File: src/rtl/outlier_collector_if.sv
// Beat-in / outlier-out signal bundle for outlier_collector.
// slave = the collector itself; master = the beat producer and outlier consumer.
interface outlier_collector_if #(
    parameter int WIDTH = 16,
    parameter int LANES = 4,
    parameter int CNT_W = 16,
    parameter int IDX_W = 12
);
    logic                   in_valid_i;
    logic                   in_ready_o;
    logic [LANES-1:0]       in_flags_i;
    logic [LANES*WIDTH-1:0] in_score_i;
    logic [IDX_W-1:0]       in_base_idx_i;
    logic                   in_last_i;
    logic [LANES*CNT_W-1:0] cnt_o;
    logic                   out_valid_o;
    logic                   out_ready_i;
    logic [IDX_W-1:0]       out_idx_o;
    logic [WIDTH-1:0]       out_score_o;
    logic [CNT_W-1:0]       outlier_total_o;
    logic                   done_o;

    modport slave (
        input  in_valid_i, in_flags_i, in_score_i, in_base_idx_i, in_last_i, out_ready_i,
        output in_ready_o, cnt_o, out_valid_o, out_idx_o, out_score_o, outlier_total_o, done_o
    );

    modport master (
        output in_valid_i, in_flags_i, in_score_i, in_base_idx_i, in_last_i, out_ready_i,
        input  in_ready_o, cnt_o, out_valid_o, out_idx_o, out_score_o, outlier_total_o, done_o
    );
endinterface

File: src/rtl/outlier_collector.sv
// Counts in-interval lanes per row and queues flagged lanes (index, optional score) in a FIFO.
// Latency: accept at t, first push t+1, out_valid_o t+2. Backpressure: SCAN stalls while FIFO full.
// Optional OUTLIER_SCORE_EN: store scores in the FIFO and drive out_score_o (otherwise tied to 0).
module outlier_collector #(
    parameter int WIDTH = 16,
    parameter int LANES = 4,
    parameter int CNT_W = 16,
    parameter int IDX_W = 12,
    parameter int DEPTH = 8
) (
    input  logic                clk_i,
    input  logic                rst_i,
    outlier_collector_if.slave  bus
);
    localparam int LANE_W = (LANES > 1) ? $clog2(LANES) : 1;
    localparam int PTR_W  = (DEPTH > 1) ? $clog2(DEPTH) : 1;
    localparam int OCC_W  = $clog2(DEPTH + 1);
`ifdef OUTLIER_SCORE_EN
    localparam int ENT_W  = IDX_W + WIDTH;
`else
    localparam int ENT_W  = IDX_W;
`endif

    typedef enum logic [1:0] {IDLE, SCAN, DONE} state_t;

    state_t                 r_state;
    state_t                 w_state_nxt;
    logic [LANES-1:0]       r_pend;
    logic [IDX_W-1:0]       r_base;
    logic                   r_last;
    logic                   r_row_closed;
    logic [CNT_W-1:0]       r_cnt [LANES];
    logic [CNT_W-1:0]       r_total;
    logic [ENT_W-1:0]       r_mem [DEPTH];
    logic [PTR_W-1:0]       r_wr_ptr;
    logic [PTR_W-1:0]       r_rd_ptr;
    logic [OCC_W-1:0]       r_occ;

    logic                   w_accept;
    logic                   w_full;
    logic                   w_push;
    logic                   w_pop;
    logic                   w_in_ready;
    logic                   w_done;
    logic [LANE_W-1:0]      w_lane;
    logic [LANES-1:0]       w_pend_nxt;
    logic [ENT_W-1:0]       w_entry;
    logic [ENT_W-1:0]       w_head;
    logic [CNT_W-1:0]       w_cnt_base [LANES];
    logic [CNT_W-1:0]       w_cnt_nxt  [LANES];
    logic [CNT_W-1:0]       w_tot_base;
    logic [CNT_W:0]         w_tot_sum;

`ifdef OUTLIER_SCORE_EN
    logic [LANES*WIDTH-1:0] r_score;
`else
    logic                   w_unused_score;
    assign w_unused_score = ^bus.in_score_i;
`endif

    // Full is judged on registered occupancy, so a same-cycle pop never frees a slot for a push.
    assign w_full   = (r_occ == OCC_W'(DEPTH));
    assign w_pop    = (r_occ != '0) && bus.out_ready_i;
    assign w_accept = bus.in_valid_i && w_in_ready;

    always_comb begin
        w_lane = '0;
        for (int i = LANES - 1; i >= 0; i--) begin
            if (r_pend[i]) w_lane = LANE_W'(i);
        end
    end

    assign w_pend_nxt = r_pend & ~(LANES'(1) << w_lane);

`ifdef OUTLIER_SCORE_EN
    assign w_entry = {r_score[w_lane*WIDTH +: WIDTH], r_base + IDX_W'(w_lane)};
`else
    assign w_entry = r_base + IDX_W'(w_lane);
`endif

    always_ff @(posedge clk_i) begin
        if (rst_i) r_state <= IDLE;
        else       r_state <= w_state_nxt;
    end

    always_comb begin
        w_state_nxt = r_state;
        case (r_state)
            IDLE: if (w_accept) begin
                if (|bus.in_flags_i)   w_state_nxt = SCAN;
                else if (bus.in_last_i) w_state_nxt = DONE;
            end
            SCAN: if (w_push && (w_pend_nxt == '0)) w_state_nxt = r_last ? DONE : IDLE;
            DONE: w_state_nxt = IDLE;
            default: w_state_nxt = IDLE;
        endcase
    end

    always_comb begin
        w_in_ready = 1'b0;
        w_done     = 1'b0;
        w_push     = 1'b0;
        case (r_state)
            IDLE: w_in_ready = 1'b1;
            SCAN: w_push     = !w_full && (|r_pend);
            DONE: w_done     = 1'b1;
            default: ;
        endcase
    end

    // The first beat after a closed row counts from zero instead of the held totals.
    always_comb begin
        for (int i = 0; i < LANES; i++) begin
            w_cnt_base[i] = r_row_closed ? '0 : r_cnt[i];
            w_cnt_nxt[i]  = (!bus.in_flags_i[i] && !(&w_cnt_base[i])) ? w_cnt_base[i] + 1'b1
                                                                     : w_cnt_base[i];
        end
    end

    assign w_tot_base = r_row_closed ? '0 : r_total;
    assign w_tot_sum  = {1'b0, w_tot_base} + (CNT_W+1)'($countones(bus.in_flags_i));

    always_ff @(posedge clk_i) begin
        if (rst_i) begin
            r_pend       <= '0;
            r_base       <= '0;
            r_last       <= 1'b0;
            r_row_closed <= 1'b0;
            r_total      <= '0;
            for (int i = 0; i < LANES; i++) r_cnt[i] <= '0;
        end else begin
            if (w_accept) begin
                r_pend       <= bus.in_flags_i;
                r_base       <= bus.in_base_idx_i;
                r_last       <= bus.in_last_i;
                r_row_closed <= 1'b0;
                r_total      <= w_tot_sum[CNT_W] ? '1 : w_tot_sum[CNT_W-1:0];
                for (int i = 0; i < LANES; i++) r_cnt[i] <= w_cnt_nxt[i];
            end else if (w_push) begin
                r_pend <= w_pend_nxt;
            end
            if (r_state == DONE) r_row_closed <= 1'b1;
        end
    end

`ifdef OUTLIER_SCORE_EN
    always_ff @(posedge clk_i) begin
        if (rst_i)         r_score <= '0;
        else if (w_accept) r_score <= bus.in_score_i;
    end
`endif

    always_ff @(posedge clk_i) begin
        if (rst_i) begin
            r_wr_ptr <= '0;
            r_rd_ptr <= '0;
            r_occ    <= '0;
        end else begin
            if (w_push) r_wr_ptr <= r_wr_ptr + 1'b1;
            if (w_pop)  r_rd_ptr <= r_rd_ptr + 1'b1;
            case ({w_push, w_pop})
                2'b10:   r_occ <= r_occ + 1'b1;
                2'b01:   r_occ <= r_occ - 1'b1;
                default: ;
            endcase
        end
    end

    always_ff @(posedge clk_i) begin
        if (w_push) r_mem[r_wr_ptr] <= w_entry;
    end

    assign w_head = r_mem[r_rd_ptr];

    assign bus.in_ready_o      = w_in_ready && !rst_i;
    assign bus.done_o          = w_done && !rst_i;
    assign bus.out_valid_o     = (r_occ != '0) && !rst_i;
    assign bus.out_idx_o       = rst_i ? '0 : w_head[IDX_W-1:0];
    assign bus.outlier_total_o = rst_i ? '0 : r_total;
`ifdef OUTLIER_SCORE_EN
    assign bus.out_score_o     = rst_i ? '0 : w_head[ENT_W-1:IDX_W];
`else
    assign bus.out_score_o     = '0;
`endif

    always_comb begin
        bus.cnt_o = '0;
        for (int i = 0; i < LANES; i++) begin
            bus.cnt_o[i*CNT_W +: CNT_W] = rst_i ? '0 : r_cnt[i];
        end
    end
endmodule

File: src/flat_wrapper.sv
// flat-port wrapper written by rule: the top's interface ports become plain ports
module outlier_collector_flat 
#(
    parameter int WIDTH = 16,
    parameter int LANES = 4,
    parameter int CNT_W = 16,
    parameter int IDX_W = 12,
    parameter int DEPTH = 8
)
  (clk_i, rst_i, bus_in_valid_i, bus_in_flags_i, bus_in_score_i, bus_in_base_idx_i, bus_in_last_i, bus_out_ready_i, bus_in_ready_o, bus_cnt_o, bus_out_valid_o, bus_out_idx_o, bus_out_score_o, bus_outlier_total_o, bus_done_o);
  outlier_collector_if #(.WIDTH(WIDTH), .LANES(LANES), .CNT_W(CNT_W), .IDX_W(IDX_W)) bus_i ();
  input  logic clk_i;
  input  logic rst_i;
  input wire logic [$bits(bus_i.in_valid_i)-1:0] bus_in_valid_i;
  input wire logic [$bits(bus_i.in_flags_i)-1:0] bus_in_flags_i;
  input wire logic [$bits(bus_i.in_score_i)-1:0] bus_in_score_i;
  input wire logic [$bits(bus_i.in_base_idx_i)-1:0] bus_in_base_idx_i;
  input wire logic [$bits(bus_i.in_last_i)-1:0] bus_in_last_i;
  input wire logic [$bits(bus_i.out_ready_i)-1:0] bus_out_ready_i;
  output wire logic [$bits(bus_i.in_ready_o)-1:0] bus_in_ready_o;
  output wire logic [$bits(bus_i.cnt_o)-1:0] bus_cnt_o;
  output wire logic [$bits(bus_i.out_valid_o)-1:0] bus_out_valid_o;
  output wire logic [$bits(bus_i.out_idx_o)-1:0] bus_out_idx_o;
  output wire logic [$bits(bus_i.out_score_o)-1:0] bus_out_score_o;
  output wire logic [$bits(bus_i.outlier_total_o)-1:0] bus_outlier_total_o;
  output wire logic [$bits(bus_i.done_o)-1:0] bus_done_o;
  assign bus_i.in_valid_i = bus_in_valid_i;
  assign bus_i.in_flags_i = bus_in_flags_i;
  assign bus_i.in_score_i = bus_in_score_i;
  assign bus_i.in_base_idx_i = bus_in_base_idx_i;
  assign bus_i.in_last_i = bus_in_last_i;
  assign bus_i.out_ready_i = bus_out_ready_i;
  assign bus_in_ready_o = bus_i.in_ready_o;
  assign bus_cnt_o = bus_i.cnt_o;
  assign bus_out_valid_o = bus_i.out_valid_o;
  assign bus_out_idx_o = bus_i.out_idx_o;
  assign bus_out_score_o = bus_i.out_score_o;
  assign bus_outlier_total_o = bus_i.outlier_total_o;
  assign bus_done_o = bus_i.done_o;
  outlier_collector #(.WIDTH(WIDTH), .LANES(LANES), .CNT_W(CNT_W), .IDX_W(IDX_W), .DEPTH(DEPTH)) u_core (.clk_i(clk_i), .rst_i(rst_i), .bus(bus_i));
endmodule
File: config.mk
export PLATFORM = sky130hd
export DESIGN_NAME = outlier_collector_flat
export DESIGN_NICKNAME = d
export VERILOG_FILES = /design/src/rtl/outlier_collector_if.sv /design/src/rtl/outlier_collector.sv /design/src/flat_wrapper.sv
export SDC_FILE = /design/constraint.sdc
export NUM_CORES = 1
export LEC_CHECK = 0
export ABC_CLOCK_PERIOD_IN_PS = 6500
export CELL_PAD_IN_SITES_DETAIL_PLACEMENT = 1
export CELL_PAD_IN_SITES_GLOBAL_PLACEMENT = 1
export CORE_MARGIN = 2
export CORE_UTILIZATION = 31
export CTS_CLUSTER_SIZE = 25
export DETAILED_ROUTE_END_ITERATION = 7
export DONT_BUFFER_PORTS = 1
export PLACE_DENSITY = 0.53
export SYNTH_ARGS = -nofsm -noshare
export SYNTH_HDL_FRONTEND = slang
export SYNTH_SLANG_ARGS = --single-unit
export TNS_END_PERCENT = 10
File: constraint.sdc
create_clock -name clk_i -period 6.5 [get_ports clk_i]
set_input_delay 0.65 -clock clk_i [delete_from_list [all_inputs] [get_ports clk_i]]
set_output_delay 0.65 -clock clk_i [all_outputs]
set_load 0.05 [all_outputs]
After elaboration in Yosys (flattened, before gate mapping)
Memory sizes are Yosys's and may differ from the RTL's. A register that Yosys moved wholly into a read port is not among the register bits. Index checks and enable logic that the tools add are counted.

Add/subtract/negate cells: 13. Equal/unequal tests: 8. Shift operators: 1. Mux-type cells: 47. Bitwise gates (word level): 6. Reduce and logical (&&, ||, !) cells: 34.

Operators by type and width (count): $mux W16 (19); $add A16 B1 Y16 const B (4); $reduce_and A16 Y1 (4); $mux W2 (9); $add A16 B17 Y17 (1); $add A17 B17 Y17 (1); $add A12 B2 Y12 (1); $mux W1 (12); $mux W12 (1); $logic_and A1 B1 Y1 (11); $logic_not A1 Y1 (10); $mux W4 (2); $pmux W4 S2 (1); $reduce_or A4 Y1 (2); $add A3 B1 Y3 const B (2); $mux W3 (2); $reduce_bool A2 Y1 (3); $add A1 B1 Y2 (2); $add A4 B1 Y4 const B (1); $and A4 B4 Y4 (1); $eq A2 B1 Y1 const B (2); $eq A2 B2 Y1 const B (2); $eq A4 B4 Y1 const B (1); $logic_not A4 Y1 (1); 10 further kinds (14).

Register bits after elaboration: 46. Memory bits (writable): 160. Output and inout port bits: 111. Word-level logic and storage cells: 120. Memories: 2.

Memory list: u_core.r_mem (depth 8, bits a word 12, read ports 1, clocked after memory_dff 1, wr ports 1, line outlier_collector.sv:34) `logic [ENT_W-1:0] r_mem [DEPTH];`; u_core.r_cnt (depth 4, bits a word 16, read ports 4, clocked after memory_dff 0, wr ports 4, line outlier_collector.sv:32) `logic [CNT_W-1:0] r_cnt [LANES];`.

Depth between registers and ports, before layout
Depth in word-level cells: 11. Depth in mapped cells: 16. Depth with buffers taken out: 12.

Worst setup path after synthesis
OpenSTA, ideal clock, no wires.

Path kind: reg-to-reg. From: reg u_core.r_row_closed. To: reg u_core.r_total[9]. Setup time: 0.133 ns. Arrival: 3.190 ns. Data required time: 6.367 ns. Setup slack: 3.177 ns. Stages on the path, launching flop included: 17. Path buffers: 4. Clock period less this slack: 3.323 ns. Cell sequence: dfxtp_1 -> buf_4 -> buf_6 -> inv_1 -> buf_2 -> clkbuf_1 -> nand2_1 -> fa_1 -> inv_1 -> ha_1 -> inv_1 -> fa_1 -> nor3b_2 -> nand3_1 -> and2_1 -> o21ai_0 -> a31oi_1.

Word-level cells in the longest chain between the ends: 3.

RTL lines: from (decl) (line outlier_collector.sv:31) `logic r_row_closed;`; from (signal assigned) (line outlier_collector.sv:128) `r_row_closed <= 1'b0;`; from (signal assigned) (line outlier_collector.sv:136) `r_row_closed <= 1'b0;`; from (signal assigned) (line outlier_collector.sv:142) `if (r_state == DONE) r_row_closed <= 1'b1;`; $mux W16 (line outlier_collector.sv:120) `assign w_tot_base = r_row_closed ? '0 : r_total;`; $add A16 B17 Y17 (line outlier_collector.sv:121) `assign w_tot_sum = {1'b0, w_tot_base} + (CNT_W+1)'($countones(bus.in_flags_i));`; $mux W16 (line outlier_collector.sv:137) `r_total <= w_tot_sum[CNT_W] ? '1 : w_tot_sum[CNT_W-1:0];`; to (signal assigned) (line outlier_collector.sv:137); to (decl) (line outlier_collector.sv:33) `logic [CNT_W-1:0] r_total;`.

No other way between the ends. A chain may end at the register's enable or synchronous reset.

Worst setup path after layout
Ends and elaborated chain as after synthesis.

==> results.md <==
* WL met2 at 14260 um
* Met1 wire length at 13640 um
* Worst-Skew Late Latency at 0.53 ns
* Most used DFF post-synth: edfxtp_1
* Cell taking the most area after synthesis: edfxtp_1
* Hold Path End: u_core.r_total[14]
* Worst Setup Path Type: flip-flop to flip-flop
* Register area share after synthesis at 0.5230
* Hold Path Cell Cnt at 1
* Synth top area share at 0.4343
* Max FO, Critical Path at 21
* IO buf count at 0
* Least-Margin Pin Slew at 1.157 ns
* DR DRC count at 0
* Top Ports at 196
* Worst-path clk slew at 0.06 ns
* Avg Inst Size Synth at 10.95 sq um
* Req. time, crit path at 6.91 ns
* Run status: completed
* Postcts setup bufs at 0
* Setup WS post-layout at 2.868 ns
* Bufs on Longest Clock Path at 3
* Ratio of cells with drive above 1 in the final layout at 0.1127
* Highest Signal Layer: met4
* # diodes at 0
* Filler instances at 3927
* Pre-CTS setup slack at 2.803 ns
* CTS H-tree depth at 1
* RSZ-0062 raised after global routing: false
* Total congestion overflow at 0
* Max incr delay on CP at 0.72 ns
* P&R area growth vs syn at 11.65%
* Top achievable clock speed at 0.2753 GHz
* Slew Limit Fails at 0
* Nets at 1109
* Async S/R FF share, synth at 0
* Largest net degree at the start of global routing at 141
* Routed vias at 7653
* Hold Crit Class: input port to flip-flop
* Initial core utilization at 0.3125
* Slew margin rel. at 0.2271
* Crit path top cell by count: inv_1
* WL/cell at 20.18 um
* Worst EP arrival at 4.04 ns
* Worst Setup Start Kind: flip-flop
* CTS tree: done
* FF/Latch Area at 5787 sq um
* Hpwl dp at 19150 um
* Worst R2R Start: u_core.r_row_closed
* Power density over cell area at 296.4 nW/um^2
* Die height at 192.9 um
* Drt first pass iters at 4
* Post-route ant nets at 0
* # resized after CTS at 0
* Synth Register Bits at 209
* Maximum VDD drop at 198.2 uV
* Top post-synthesis cells by area: edfxtp_1, dfxtp_1, nor2b_1, mux4_2, nand2_1
* Crit. End Element: flip-flop
* Vias per Instance at 5.167
* Core footprint at 35400 sq um
* Hold path start: rst_i
* Synth warn at 0
* Tcrit/Tclk final at 0.5587
* Layout Skew at 0.01347 ns
* Die area at 37210 sq um
* Aggregate routed wire length at 29880 um
* Antenna violations before repair at 0
* TNS Setup at 0 ns
* Die Wd at 192.9 um
* R2R depth at 12
* DR iter-0 viols at 298
* Post-Synthesis Cells at 1010
* Num CTS Buffers at 26
* Static Leak at 0.004154 uW
* Cts hold-fix bufs at 0
* Crit-path cells: inv_1, nand2_1, fa_1, inv_1, ha_1, inv_1, fa_1, nor3b_2, nand3_1, and2_1, o21ai_0, a31oi_1
* Cell variety after synth at 69
* Multi-input gate area at 4959 sq um
* Reg2reg end: u_core.r_total[9]
* Wire length on met3 at 1523 um
* Mapped cell area at 11060 sq um
* Number of flops mapped to enable cells by yosys at 160
* Worst setup path startpoint: u_core.r_row_closed
* Final setup viols at 0
* GP Congestion at 0.7211
* Worst R2R Setup Slack at 2.87 ns
* Crit-path slowest cell: inv_1
* Crit path time final at 3.632 ns
* First-pass GRT wire length at 46210 um
* CTS root buf: clkbuf_16
* Placement Rows at 69
* Hold Vio Cnt, Final at 0
* Maxcap violations at 0
* Vias in the first global route at 7953
* CTS sink count at 209
* GR Util All Layers at 0.1610
==> state kept, by name (all words and copies together) (netlist names), named ones only <==
name / count
u_core.r_base: 12
u_core.r_cnt: 64
u_core.r_last: 1
u_core.r_mem: 96
u_core.r_occ: 4
u_core.r_pend: 4
u_core.r_rd_ptr: 3
u_core.r_row_closed: 1
u_core.r_state: 2
u_core.r_total: 16
u_core.r_wr_ptr: 3
==> cell families (layout without fill, tap and decap cells) <==
| group | after synthesis | count (layout) | synth area share |
|---|---|---|---|
| buf+inv | 90 | 85 | 0.03846 |
| mux | 43 | 43 | 0.06606 |
| fa+ha+maj | 22 | 22 | 0.02828 |
| other cells | 1 | 16 | 0.0003390 |
| xor+xnor | 46 | 46 | 0.03642 |
| flops | 209 | 209 | 0.5230 |
| simple gates | 445 | 445 | 0.2176 |
| compound gates | 154 | 154 | 0.08981 |
==> worst max path at each step <==
stage | slack (ns) | to
2_1_floorplan | 3.18 | u_core.r_total[9]
6_report | 2.87 | u_core.r_total[9]
3_5_place_dp | 2.80 | u_core.r_total[13]
3_3_place_gp | 2.84 | u_core.r_total[11]
5_1_grt | 2.53 | u_core.r_total[9]
4_1_cts | 2.79 | u_core.r_total[13]
==> final cells by class <==
| class | count | area share |
|---|---|---|
| clock buffer | 29 | 0.05531 |
| clock inverter | 17 | 0.01185 |
| inverter | 25 | 0.007598 |
| multi-input combinational | 726 | 0.4015 |
| sequential | 209 | 0.4685 |
| tap | 461 | 0.04670 |
| timing repair buffer | 14 | 0.008510 |
==> layer usage <==
layer,GRT usage,up-vias
met5,0,-
met4,0.03788,0
met3,0.03437,31
met2,0.2719,120
met1,0.2113,3851
li1,-,3651
==> critical path, delay by kind of cell (launching register included) <==
kind            cells  cell delay, ns
fa+ha+maj           3            1.03
buf+inv             3            0.83
flops               1            0.31
simple gates        4            1.09
compound gates      2            0.25
==> synthesized netlist by cell type (5+ instances only) <==
| master | count |
|---|---|
| mux4_2 | 24 |
| nor3b_1 | 5 |
| dfxtp_1 | 49 |
| a211oi_1 | 8 |
| and3_1 | 17 |
| or3_1 | 13 |
| ha_1 | 17 |
| nand4_1 | 17 |
| xor2_1 | 16 |
| buf_4 | 17 |
| o21a_1 | 6 |
| nor2_1 | 84 |
| nor3_1 | 23 |
| nand2b_1 | 5 |
| nand2_1 | 100 |
| a21o_1 | 11 |
| mux2i_1 | 19 |
| a211o_1 | 5 |
| xnor2_1 | 30 |
| a21oi_1 | 58 |
| clkbuf_1 | 29 |
| fa_1 | 5 |
| o21ai_0 | 29 |
| nor2b_1 | 101 |
| a31oi_1 | 7 |
| buf_2 | 12 |
| or4_1 | 6 |
| inv_1 | 24 |
| buf_1 | 5 |
| edfxtp_1 | 160 |
| nor4_1 | 9 |
| nand3_1 | 27 |
| nand4b_1 | 5 |
==> layout by cell type, fill, tap and decap left out, types with 14 or more instances in the layout <==
| cell type | Yosys | routed |
|---|---|---|
| a21oi_1 | 58 | 58 |
| and3_1 | 17 | 17 |
| buf_4 | 17 | 14 |
| clkbuf_16 | 0 | 27 |
| conb_1 | 1 | 16 |
| dfxtp_1 | 49 | 48 |
| edfxtp_1 | 160 | 160 |
| ha_1 | 17 | 17 |
| inv_1 | 24 | 23 |
| mux2i_1 | 19 | 19 |
| mux4_2 | 24 | 24 |
| nand2_1 | 100 | 100 |
| nand3_1 | 27 | 26 |
| nand4_1 | 17 | 17 |
| nor2_1 | 84 | 83 |
| nor2b_1 | 101 | 101 |
| nor3_1 | 23 | 22 |
| o21ai_0 | 29 | 29 |
| xnor2_1 | 30 | 30 |
| xor2_1 | 16 | 16 |
==> per-stage QoR <==
stage / hold slack [ns] / util / area (sq um) / cells / power, uW
2_1_floorplan: 0.4319 / - / 11120 / 1025 / 2166
3_3_place_gp: 0.4380 / 0.3255 / 11520 / 1435 / 2281
3_5_place_dp: 0.4415 / 0.3255 / 11520 / 1435 / 2289
4_1_cts: 0.1750 / 0.3489 / 12350 / 1481 / 3721
5_1_grt: 0.1992 / 0.3489 / 12350 / 1481 / 3824
6_report: 0.2291 / 0.3489 / 12350 / 1481 / 3661
==> report_power, final <==
part | total, uW | internal, uW | switching (uW)
logic | 642 | 205 | 437
registers | 1610 | 1530 | 77.8
clock network | 1410 | 833 | 579
total | 3660 | 2570 | 1090
Power figures use the tool's default switching activity.
